--- config.mk ---
export PLATFORM = sky130hd
export DESIGN_NAME = inst_prefetch_queue
export DESIGN_NICKNAME = d
export VERILOG_FILES = /design/src/rtl/inst_prefetch_queue.sv
export SDC_FILE = /design/constraint.sdc
export NUM_CORES = 1
export LEC_CHECK = 0
export ABC_CLOCK_PERIOD_IN_PS = 4700
export CAP_MARGIN = 20
export CORE_MARGIN = 4
export CORE_UTILIZATION = 49
export CTS_CLUSTER_DIAMETER = 100
export CTS_CLUSTER_SIZE = 25
export DETAILED_ROUTE_END_ITERATION = 7
export MAX_ROUTING_LAYER = met4
export PLACE_DENSITY = 0.72
export SETUP_SLACK_MARGIN = 0.05
export SYNTH_ARGS = -nofsm -noshare
export SYNTH_HDL_FRONTEND = slang
export SYNTH_SLANG_ARGS = --single-unit
--- constraint.sdc ---
create_clock -name clk -period 4.7 [get_ports clk]
set_input_delay 0.94 -clock clk [delete_from_list [all_inputs] [get_ports clk]]
set_output_delay 0.94 -clock clk [all_outputs]
set_load 0.005 [all_outputs]
--- src/rtl/inst_prefetch_queue.sv ---
// Instruction prefetch queue: sequential fetch over a req/gnt + in-order rvalid
// memory port, DEPTH-entry instruction buffer toward decode, redirect flush/restart.

module inst_prefetch_queue_chk #(
    parameter int unsigned CW = 3
) (
    input logic          clk,
    input logic          rst,
    input logic          push,
    input logic [CW-1:0] count,
    input logic [CW-1:0] depth
);
    // Flags a buffer write while every entry is occupied
    always @(posedge clk) begin
        if (!rst) begin
            assert (!(push && (count == depth)))
            else $error("inst_prefetch_queue: push into a full buffer");
        end
    end
endmodule

module inst_prefetch_queue #(
    parameter int unsigned DEPTH    = 4,
    parameter logic [31:0] RESET_PC = 32'h0
) (
    input  logic                       clk,
    input  logic                       rst,
    output logic                       imem_req,
    output logic [31:0]                imem_addr,
    input  logic                       imem_gnt,
    input  logic                       imem_rvalid,
    input  logic [31:0]                imem_rdata,
    input  logic                       redirect,
    input  logic [31:0]                redirect_pc,
    output logic                       dec_valid,
    output logic [31:0]                dec_instr,
    output logic [31:0]                dec_pc,
    input  logic                       dec_ready,
    output logic [$clog2(DEPTH+1)-1:0] occupancy
);
    localparam int unsigned AW = $clog2(DEPTH);
    localparam int unsigned CW = $clog2(DEPTH+1);
    localparam logic [CW:0]   DEPTH_WIDE = (CW+1)'(DEPTH);
    localparam logic [CW-1:0] DEPTH_CNT  = CW'(DEPTH);

    logic [31:0]   fetch_pc_r;
    logic [31:0]   resp_pc_r;
    logic [CW-1:0] count_r;
    logic [CW-1:0] inflight_r;
    logic [CW-1:0] discard_r;
    logic [AW-1:0] head_r;
    logic [AW-1:0] tail_r;
    logic [31:0]   instr_mem_r [DEPTH];
    logic [31:0]   pc_mem_r    [DEPTH];

    logic          req_s;
    logic          fire_s;
    logic          push_s;
    logic          pop_s;
    logic [CW:0]   budget_s;
    logic [CW-1:0] inflight_nxt_s;

    // Issue gating, buffer handshakes and the post-response in-flight count
    always_comb begin
        budget_s = {1'b0, count_r} + {1'b0, inflight_r};
        req_s    = !rst && !redirect && (budget_s < DEPTH_WIDE);
        fire_s   = req_s && imem_gnt;
        pop_s    = (count_r != {CW{1'b0}}) && dec_ready;
        // Responses landing while older discards are pending, or during a redirect, never enter the buffer
        push_s   = !rst && !redirect && imem_rvalid && (discard_r == {CW{1'b0}});
        inflight_nxt_s = inflight_r + CW'(fire_s) - CW'(imem_rvalid);
    end

    // Control state: fetch/response PCs, counters and buffer pointers
    always_ff @(posedge clk) begin
        if (rst) begin
            fetch_pc_r <= RESET_PC;
            resp_pc_r  <= RESET_PC;
            count_r    <= {CW{1'b0}};
            inflight_r <= {CW{1'b0}};
            discard_r  <= {CW{1'b0}};
            head_r     <= {AW{1'b0}};
            tail_r     <= {AW{1'b0}};
        end else if (redirect) begin
            fetch_pc_r <= redirect_pc;
            resp_pc_r  <= redirect_pc;
            count_r    <= {CW{1'b0}};
            inflight_r <= inflight_nxt_s;
            discard_r  <= inflight_nxt_s;
            head_r     <= {AW{1'b0}};
            tail_r     <= {AW{1'b0}};
        end else begin
            if (fire_s) begin
                fetch_pc_r <= fetch_pc_r + 32'd4;
            end
            inflight_r <= inflight_nxt_s;
            if (imem_rvalid && (discard_r != {CW{1'b0}})) begin
                discard_r <= discard_r - CW'(1);
            end
            if (push_s) begin
                resp_pc_r <= resp_pc_r + 32'd4;
                tail_r    <= tail_r + AW'(1);
            end
            if (pop_s) begin
                head_r <= head_r + AW'(1);
            end
            count_r <= count_r + CW'(push_s) - CW'(pop_s);
        end
    end

    // Buffer storage; contents are meaningless until the matching count says otherwise
    always_ff @(posedge clk) begin
        if (push_s) begin
            instr_mem_r[tail_r] <= imem_rdata;
            pc_mem_r[tail_r]    <= resp_pc_r;
        end
    end

    assign imem_req  = req_s;
    assign imem_addr = fetch_pc_r;
    assign dec_valid = (count_r != {CW{1'b0}});
    assign dec_instr = instr_mem_r[head_r];
    assign dec_pc    = pc_mem_r[head_r];
    assign occupancy = count_r;

    inst_prefetch_queue_chk #(.CW(CW)) u_chk (
        .clk   (clk),
        .rst   (rst),
        .push  (push_s && !pop_s),
        .count (count_r),
        .depth (DEPTH_CNT)
    );
endmodule
==> impl_metrics.ini, run 1 <==
[cells_and_area]
register_area_um2 = 9280
antenna_cells = 0
multi_input_area_um2 = 3930
areaGrowthSynthToFinish_pct = 19.4
drive_above_1_share = 0.115
fin_nets = 1093
num-fill-cells = 2067

[min_path]
hold_path.startpoint = imem_addr[0]$_SDFFE_PP0P_
holdPathStages = 2
hold_end = imem_addr[0]$_SDFFE_PP0P_
hold_path.class = reg2reg

[clock_network]
clkSinkCount = 335
cts.reportedPaths.clkPinSlew_ns = 0.10
cts_resized = 0
clockBufferDepth = 3
cts_hold_buf = 0
cts_max_level = 1
cts_tree = built
clk_latency_ns = 0.50
cts_buffers = 17
root_buffer = clkbuf_16
cts_setup_buffers = 0

[placement]
gp_congestion = 0.856
dp_hpwl_um = 17900
pre_cts_ws_ns = 1.03
numPortBuffers = 170

[power]
switching_share = 0.219
fin_total_pwr_uw = 5410
p_sw_uw = 1190
clockPowerShare = 0.291
p_comb_frac = 0.088
pwr-share-seq = 0.621
p_leak_uw = 0.00514
power_density_nw_per_um2 = 337
internal-power_uw = 4230
ir_drop_uv = 188

[yosys]
synthTopCellsByCount = edfxtp_1 (256), dfxtp_1 (79), mux4_2 (64)
ys_ff_latch = 335
yosysMostFrequentCell = edfxtp_1
synthTopCellsByArea = edfxtp_1 (57%), dfxtp_1 (12%), mux4_2 (11%), xor2_1 (1.8%), nand4_1 (1.6%)
seq_area_frac_synth = 0.688
synth_edf_count = 256
netlist.area_leader.share = 0.571
synthArstFlopShare = 0
synth_area_per_cell_um2 = 15.9
syn_nets = 935
synth_top_area_cell = edfxtp_1
syn-cell-area_um2 = 13500
synth_cell_types = 57
syn_inst = 849
yosys_warnings = 0
synth_ff_type = edfxtp_1

[worst_setup_path]
r2r-start = occupancy[1]$_SDFF_PP0_
critPathLaunchType = flip-flop
path_class = reg2out
r2r_end = discard_r[2]$_SDFFE_PP0P_
crit_required_ns = 3.76
end_kind = output port
cp_max_fo = 39
r2r_cells = 12
crit_slowest_cell = dfxtp_4
cp_slowest_stage_delay_ns = 0.88
crit_chain = buf_4 -> mux4_2 -> clkdlybuf4s50_1
worstPathArrival_ns = 2.78
reg2reg_slack_ns = 1.62

[timing]
slew_headroom = 0.362
finalCritPeriodShare = 0.792
setup_viol = 0
finalHoldViolCount = 0
worst_hold_slack_ns = 0.471
setup_tns_ns = 0
period_needed_ns = 3.72
worst_slack_ns = 0.978
finalMaxSlewViolations = 0
grt_setup_unrepaired = false
skew_ns = 0.0136
fmax_ghz = 0.269
worst_pin_slew_ns = 0.957

[floorplan]
coreArea_um2 = 27000
num_rows = 60
num_io_pins = 171
die_w_um = 174
dieArea_um2 = 30200
initial_core_util = 0.498
die_y_um = 174

[detailed_routing]
routedWlPerCell_um = 20.6
drc_errors = 0
drt-total-wl_um = 28000
drt-initial-drc-count = 584
vias = 7773
drt.antenna.violating_nets = 0
first_pass_iters = 6
viasPerCell = 5.72

[global_routing]
grt_antenna_before_repair = 0
track_usage = 0.189
grt_start_max_net_pins = 65
grt_pass1_vias = 7797
overflow = 0
grt_pass1_wl_um = 44500

[flow_run]
max_cap_violations = 0

[run_status]
outcome = finished, final reports clean
## critical path: cells and delay by family (launching register included)
kind | cells | cell delay [ns]
buffers and inverters | 2 | 0.84
DFF | 1 | 0.88
muxes | 1 | 0.54
## cell usage in the layout (no fill, tap or decap), types with 7 or more instances in the layout
master             n
clkbuf_16         17
mux4_2            64
xnor2_1           16
a211oi_1          13
nand3_1           13
a21oi_1           28
o311ai_0           7
and3_1             7
nor3_1             7
inv_1             26
clkdlybuf4s50_1  169
nor2_1            46
dfxtp_1           77
buf_4             11
ha_1              14
a31oi_1           13
a21boi_0          15
xor2_1            27
nand4_1           35
nand2_1           53
o21ai_0            8
edfxtp_1         256
clkbuf_1          11
## registers in the layout (all words and copies together) (netlist names), named ones only
| register | cells |
|---|---|
| tail_r | 2 |
| imem_addr | 32 |
| resp_pc_r | 32 |
| discard_r | 3 |
| pc_mem_r | 128 |
| instr_mem_r | 128 |
| head_r | 2 |
| inflight_r | 3 |
| occupancy | 3 |
## cells by family (layout without fill, tap and decap cells)
family	after synthesis	after routing	share of synthesized area
AOI/OAI and AO/OA	105	105	0.0520
xor gates and xnor gates	43	43	0.0280
adders and majority gates	16	16	0.0160
buffers and inverters	73	241	0.0212
DFF	335	335	0.688
muxes	67	67	0.109
and+or+nand+nor	210	210	0.0849
## routing by layer
metal,part of all wire,GRT usage,vias to the layer above
met1,0.46,0.272,3870
li1,-,-,3609
met5,0,-,-
met3,0.060,0.0297,23
met2,0.46,0.297,271
met4,0.011,0.0297,0
## worst max path at each step
| stage | startpoint | endpoint | slack, ns |
|---|---|---|---|
| 2_1_floorplan | imem_rvalid | instr_mem_r[0][0]$_DFFE_PP_ | 1.06 |
| 3_3_place_gp | redirect | discard_r[2]$_SDFFE_PP0P_ | 1.06 |
| 3_5_place_dp | redirect | discard_r[2]$_SDFFE_PP0P_ | 1.03 |
| 4_1_cts | flip-flop | dec_pc[31] | 0.87 |
| 5_1_grt | flip-flop | dec_pc[31] | 0.75 |
| 6_report | flip-flop | dec_instr[26] | 0.98 |
## area by class of cell
type / instances / share of cell area
inverter: 27 / 0.00630
timing repair buffer: 185 / 0.116
clock inverter: 1 / 0.00101
sequential: 335 / 0.577
clock buffer: 28 / 0.0290
tap: 341 / 0.0265
multi-input combinational: 441 / 0.244
## metrics by stage
step / utilization / cell area, um2 / std cells
6_report: 0.595 / 16100 / 1358
5_1_grt: 0.595 / 16100 / 1358
4_1_cts: 0.595 / 16100 / 1358
3_5_place_dp: 0.577 / 15600 / 1329
3_3_place_gp: 0.577 / 15600 / 1329
2_1_floorplan: - / 13500 / 849
## power groups by stage
stage / sequential (uW) / combinational, uW / clock, uW
final: 3360 / 475 / 1580
after global routing: 3370 / 522 / 1760
after CTS: 3360 / 480 / 1630
after detailed placement: 3430 / 476 / 0
after global placement: 3420 / 471 / 0
after floorplan: 3400 / 243 / 0
No activity file was read; power rests on OpenSTA's default activity.
==> run 2, diff against run 1 <==
--- a/config.mk
+++ b/config.mk
@@ -5,7 +5,7 @@
 export SDC_FILE = /design/constraint.sdc
 export NUM_CORES = 1
 export LEC_CHECK = 0
-export ABC_CLOCK_PERIOD_IN_PS = 4700
+export ABC_CLOCK_PERIOD_IN_PS = 3110
 export CAP_MARGIN = 20
 export CORE_MARGIN = 4
 export CORE_UTILIZATION = 49
@@ -13,7 +13,7 @@
 export CTS_CLUSTER_SIZE = 25
 export DETAILED_ROUTE_END_ITERATION = 7
 export MAX_ROUTING_LAYER = met4
-export PLACE_DENSITY = 0.72
+export PLACE_DENSITY = 0.75
 export SETUP_SLACK_MARGIN = 0.05
 export SYNTH_ARGS = -nofsm -noshare
 export SYNTH_HDL_FRONTEND = slang
==> constraint.sdc (replaced) <==
create_clock -name clk -period 3.11 [get_ports clk]
set_input_delay 0.622 -clock clk [delete_from_list [all_inputs] [get_ports clk]]
set_output_delay 0.622 -clock clk [all_outputs]
set_load 0.005 [all_outputs]
==> impl_metrics.ini, run 2 (synthesis gave the netlist of run 1 again) <==
[cells_and_area]
fin_nets = 1113
final_area_um2 = 16300
final_util = 0.604
num-fill-cells = 2035
layout_common_cells = edfxtp_1 (256), clkdlybuf4s50_1 (169), dfxtp_1 (76), mux4_2 (64), nand2_1 (53)
final_common_cell = edfxtp_1
areaGrowthSynthToFinish_pct = 21.3
antenna_cells = 0
reg_top3 = instr_mem_r: 128 flops, pc_mem_r: 128 flops
drive_above_1_share = 0.133
fin_cells = 1378

[clock_network]
cts_hold_buf = 0
cts_buffers = 17
clockBufferDepth = 3
cts_max_level = 1
cts_tree = built
root_buffer = clkbuf_16
clkSinkCount = 335
cts.reportedPaths.clkPinSlew_ns = 0.10
clk_latency_ns = 0.50

[floorplan]
die_w_um = 174
coreArea_um2 = 27000
num_rows = 60
initial_core_util = 0.498
num_io_pins = 171
dieArea_um2 = 30200
die_y_um = 174

[worst_setup_path]
crit_required_ns = 2.49
path_class = reg2out
cp_max_fo = 5
worstPathArrival_ns = 2.35
critPathLaunchType = flip-flop
end_kind = output port
reg2reg_slack_ns = 0.29

[min_path]
hold_path.class = reg2reg

[run_status]
outcome = finished, final reports clean

[timing]
setup_tns_ns = 0
period_needed_ns = 2.97
finalCritPeriodShare = 0.956
finalHoldViolCount = 0
slew_headroom = 0.576
skew_ns = 0.0235
worst_pin_slew_ns = 0.633
finalMaxSlewViolations = 0
setup_viol = 0
grt_setup_unrepaired = false
fmax_ghz = 0.336

[placement]
numPortBuffers = 170
post_dp_cell_area_um2 = 15800
dp_hpwl_um = 18900
dp.cells = 1345
gp_congestion = 0.874

[detailed_routing]
drt-initial-drc-count = 609
routedWlPerCell_um = 20.0
drt.antenna.violating_nets = 0
first_pass_iters = 5
drt-total-wl_um = 27600
vias = 7856
viasPerCell = 5.70
drc_errors = 0

[power]
p_leak_uw = 0.00527
fin_total_pwr_uw = 8160
power_density_nw_per_um2 = 500
ir_drop_uv = 296

[global_routing]
grt_antenna_before_repair = 0
track_usage = 0.187
grt_pass1_wl_um = 44200
grt_start_max_net_pins = 59
overflow = 0
grt_pass1_vias = 8010

[flow_run]
max_cap_violations = 0
## run 2: final cells by class
type,count,area (um2),share of cell area
Clock inverter,1,16.3,0.000996
Sequential cell,335,9280,0.568
Clock buffer,28,467,0.0286
Inverter,27,101,0.00621
Multi-Input combinational cell,441,3930,0.241
Timing Repair Buffer,205,2110,0.129
Tap cell,341,427,0.0261
## run 2: power by group
part | internal, uW | switching [uW]
Sequential | 4940 | 127
Clock | 1050 | 1300
Combinational | 400 | 337
Total | 6400 | 1760
## run 2: what timing repair did
item	4_1_cts	5_1_grt
resized for setup	0	0
setup endpoints to repair	31	0
hold endpoints to repair	0	0
setup buffers	4	0
## run 2: through the flow
stage,setup WS (ns),hold WS [ns]
finish,0.136,0.466
global route,0.0741,0.492
CTS,0.136,0.468
detailed placement,0.0909,0.450
global placement,0.138,0.449
floorplan,0.0676,0.453
## run 2: worst paths after layout
kind | end | startpoint | depth (start not counted)
setup / recovery | imem_req | inflight_r[1]$_SDFF_PP0_ | 4
hold / removal | imem_addr[0]$_SDFFE_PP0P_ | imem_addr[0]$_SDFFE_PP0P_ | 2
setup reg to reg | discard_r[2]$_SDFFE_PP0P_ | inflight_r[1]$_SDFF_PP0_ | 12
hold reg to reg | imem_addr[0]$_SDFFE_PP0P_ | imem_addr[0]$_SDFFE_PP0P_ | 2
## run 2: critical path: stages (launching register included)
cell	delay [ns]
dfxtp_1	0.41
ha_1	0.26
a311o_1	0.41
nor3_1	0.23
clkdlybuf4s50_1	0.55
## run 2: metal layers
| metal | track usage | part of all wire |
|---|---|---|
| met1 | 0.269 | 0.45 |
| met2 | 0.290 | 0.48 |
| met3 | 0.0316 | 0.065 |
| met4 | 0.0323 | 0.011 |
| met5 | - | 0 |
==> run 3, diff against run 2 <==
--- a/config.mk
+++ b/config.mk
@@ -12,8 +12,10 @@
 export CTS_CLUSTER_DIAMETER = 100
 export CTS_CLUSTER_SIZE = 25
 export DETAILED_ROUTE_END_ITERATION = 7
+export GPL_ROUTABILITY_DRIVEN = 0
 export MAX_ROUTING_LAYER = met4
 export PLACE_DENSITY = 0.75
+export REMOVE_ABC_BUFFERS = 1
 export SETUP_SLACK_MARGIN = 0.05
 export SYNTH_ARGS = -nofsm -noshare
 export SYNTH_HDL_FRONTEND = slang
==> impl_metrics.ini, run 3 (synthesis gave the netlist of run 1 again) <==
[cells_and_area]
final_area_um2 = 16300
final_common_cell = edfxtp_1
fin_nets = 1108
layout_common_cells = edfxtp_1 (256), clkdlybuf4s50_1 (168), dfxtp_1 (77), mux4_2 (64), nand2_1 (53)
reg_top3 = instr_mem_r: 128 flops, pc_mem_r: 128 flops
antenna_cells = 0
areaGrowthSynthToFinish_pct = 21.0
drive_above_1_share = 0.129

[power]
clockPowerShare = 0.288
ir_drop_uv = 296
switching_share = 0.217
p_leak_uw = 0.00524
p_comb_frac = 0.092
internal-power_uw = 6400
pwr-share-seq = 0.620
p_sw_uw = 1780
power_density_nw_per_um2 = 502
fin_total_pwr_uw = 8180

[floorplan]
die_y_um = 174
coreArea_um2 = 27000
num_rows = 60
num_io_pins = 171
initial_core_util = 0.498
dieArea_um2 = 30200
die_w_um = 174

[min_path]
hold_path.startpoint = imem_addr[1]$_SDFFE_PP0P_
hold_path.class = reg2reg
holdPathStages = 2

[global_routing]
track_usage = 0.197
grt_pass1_wl_um = 46200
overflow = 0
grt_pass1_vias = 8090
grt_antenna_before_repair = 0
grt_start_max_net_pins = 61

[placement]
dp_hpwl_um = 19600
post_dp_cell_area_um2 = 15800
numPortBuffers = 170

[worst_setup_path]
end_kind = output port
crit_required_ns = 2.49
crit_path_start = inflight_r[1]$_SDFF_PP0_
critPathLaunchType = flip-flop
cp_max_fo = 5
r2r_cells = 12
worstPathArrival_ns = 2.26
path_class = reg2out
r2r-start = inflight_r[1]$_SDFF_PP0_

[clock_network]
clk_latency_ns = 0.50
cts_hold_buf = 0
clockBufferDepth = 3
cts_max_level = 1
cts.reportedPaths.clkPinSlew_ns = 0.09
cts_tree = built
clkSinkCount = 335
root_buffer = clkbuf_16
cts_buffers = 17

[detailed_routing]
viasPerCell = 5.76
first_pass_iters = 5
routedWlPerCell_um = 21.3
drc_errors = 0
drt-initial-drc-count = 744
drt.antenna.violating_nets = 0
vias = 7908
drt-total-wl_um = 29200

[timing]
finalMaxSlewViolations = 0
setup_tns_ns = 0
skew_ns = 0.0154
period_needed_ns = 2.89
slew_headroom = 0.473
grt_setup_unrepaired = false
finalCritPeriodShare = 0.928
setup_viol = 0
finalHoldViolCount = 0
fmax_ghz = 0.347
worst_pin_slew_ns = 0.788

[flow_run]
max_cap_violations = 0

[run_status]
outcome = finished, final reports clean
-- run 3: cell count changes in the layout (fill, tap and decap cells not counted) --
cell and change:
clkdlybuf4s50_1 -1, dfxtp_4 -1, dfxtp_1 +1, buf_2 +1, buf_12 +1, buf_4 -6
-- run 3: power by group through the flow --
stage | Combinational, uW | Clock [uW] | Sequential (uW)
6_report | 753 | 2360 | 5070
5_1_grt | 821 | 2630 | 5090
4_1_cts | 758 | 2440 | 5070
3_5_place_dp | 752 | 0 | 5170
3_3_place_gp | 737 | 0 | 5170
2_1_floorplan | 336 | 0 | 5140
-- run 3: per-stage QoR --
stage | hold WS, ns | cells | worst slack [ns] | util
after floorplan | 0.447 | 803 | -0.899 | -
after global placement | 0.451 | 1342 | 0.206 | 0.584
after detailed placement | 0.460 | 1342 | 0.151 | 0.584
after CTS | 0.474 | 1373 | 0.190 | 0.603
after global routing | 0.493 | 1373 | 0.110 | 0.603
final | 0.472 | 1373 | 0.224 | 0.603
-- run 3: worst paths after layout --
check | slack [ns] | endpoint
worst max-delay path | 0.22 | imem_req
worst min-delay path | 0.47 | imem_addr[1]$_SDFFE_PP0P_
worst max register to register | 0.32 | discard_r[2]$_SDFFE_PP0P_
worst min register to register | 0.47 | imem_addr[1]$_SDFFE_PP0P_
-- run 3: critical path: stages, from the launching register on --
cell             delay (ns)
dfxtp_1                0.40
ha_1                   0.26
a311o_1                0.41
nor3_1                 0.17
clkdlybuf4s50_1        0.53
-- run 3: final cells by class --
class                           instances  area, um2
Timing Repair Buffer                  200       2080
Clock inverter                          1       16.3
Fill cell                            2042      10700
Clock buffer                           28        467
Sequential cell                       335       9270
Tap cell                              341        427
Multi-Input combinational cell        441       3930
Inverter                               27        101
-- run 3: timing repair --
item,in CTS,in global routing
endpoints found under the setup margin,18,0
endpoints found under the hold margin,0,0
gates resized for setup,0,0
setup buffers,2,0
-- run 3: metal layers --
| layer | up-vias | wire [um] | GRT usage |
|---|---|---|---|
| met3 | 27 | 1650 | 0.0222 |
| met5 | - | 0 | - |
| met1 | 3949 | 12800 | 0.277 |
| li1 | 3646 | - | - |
| met2 | 286 | 14300 | 0.322 |
| met4 | 0 | 414 | 0.0333 |
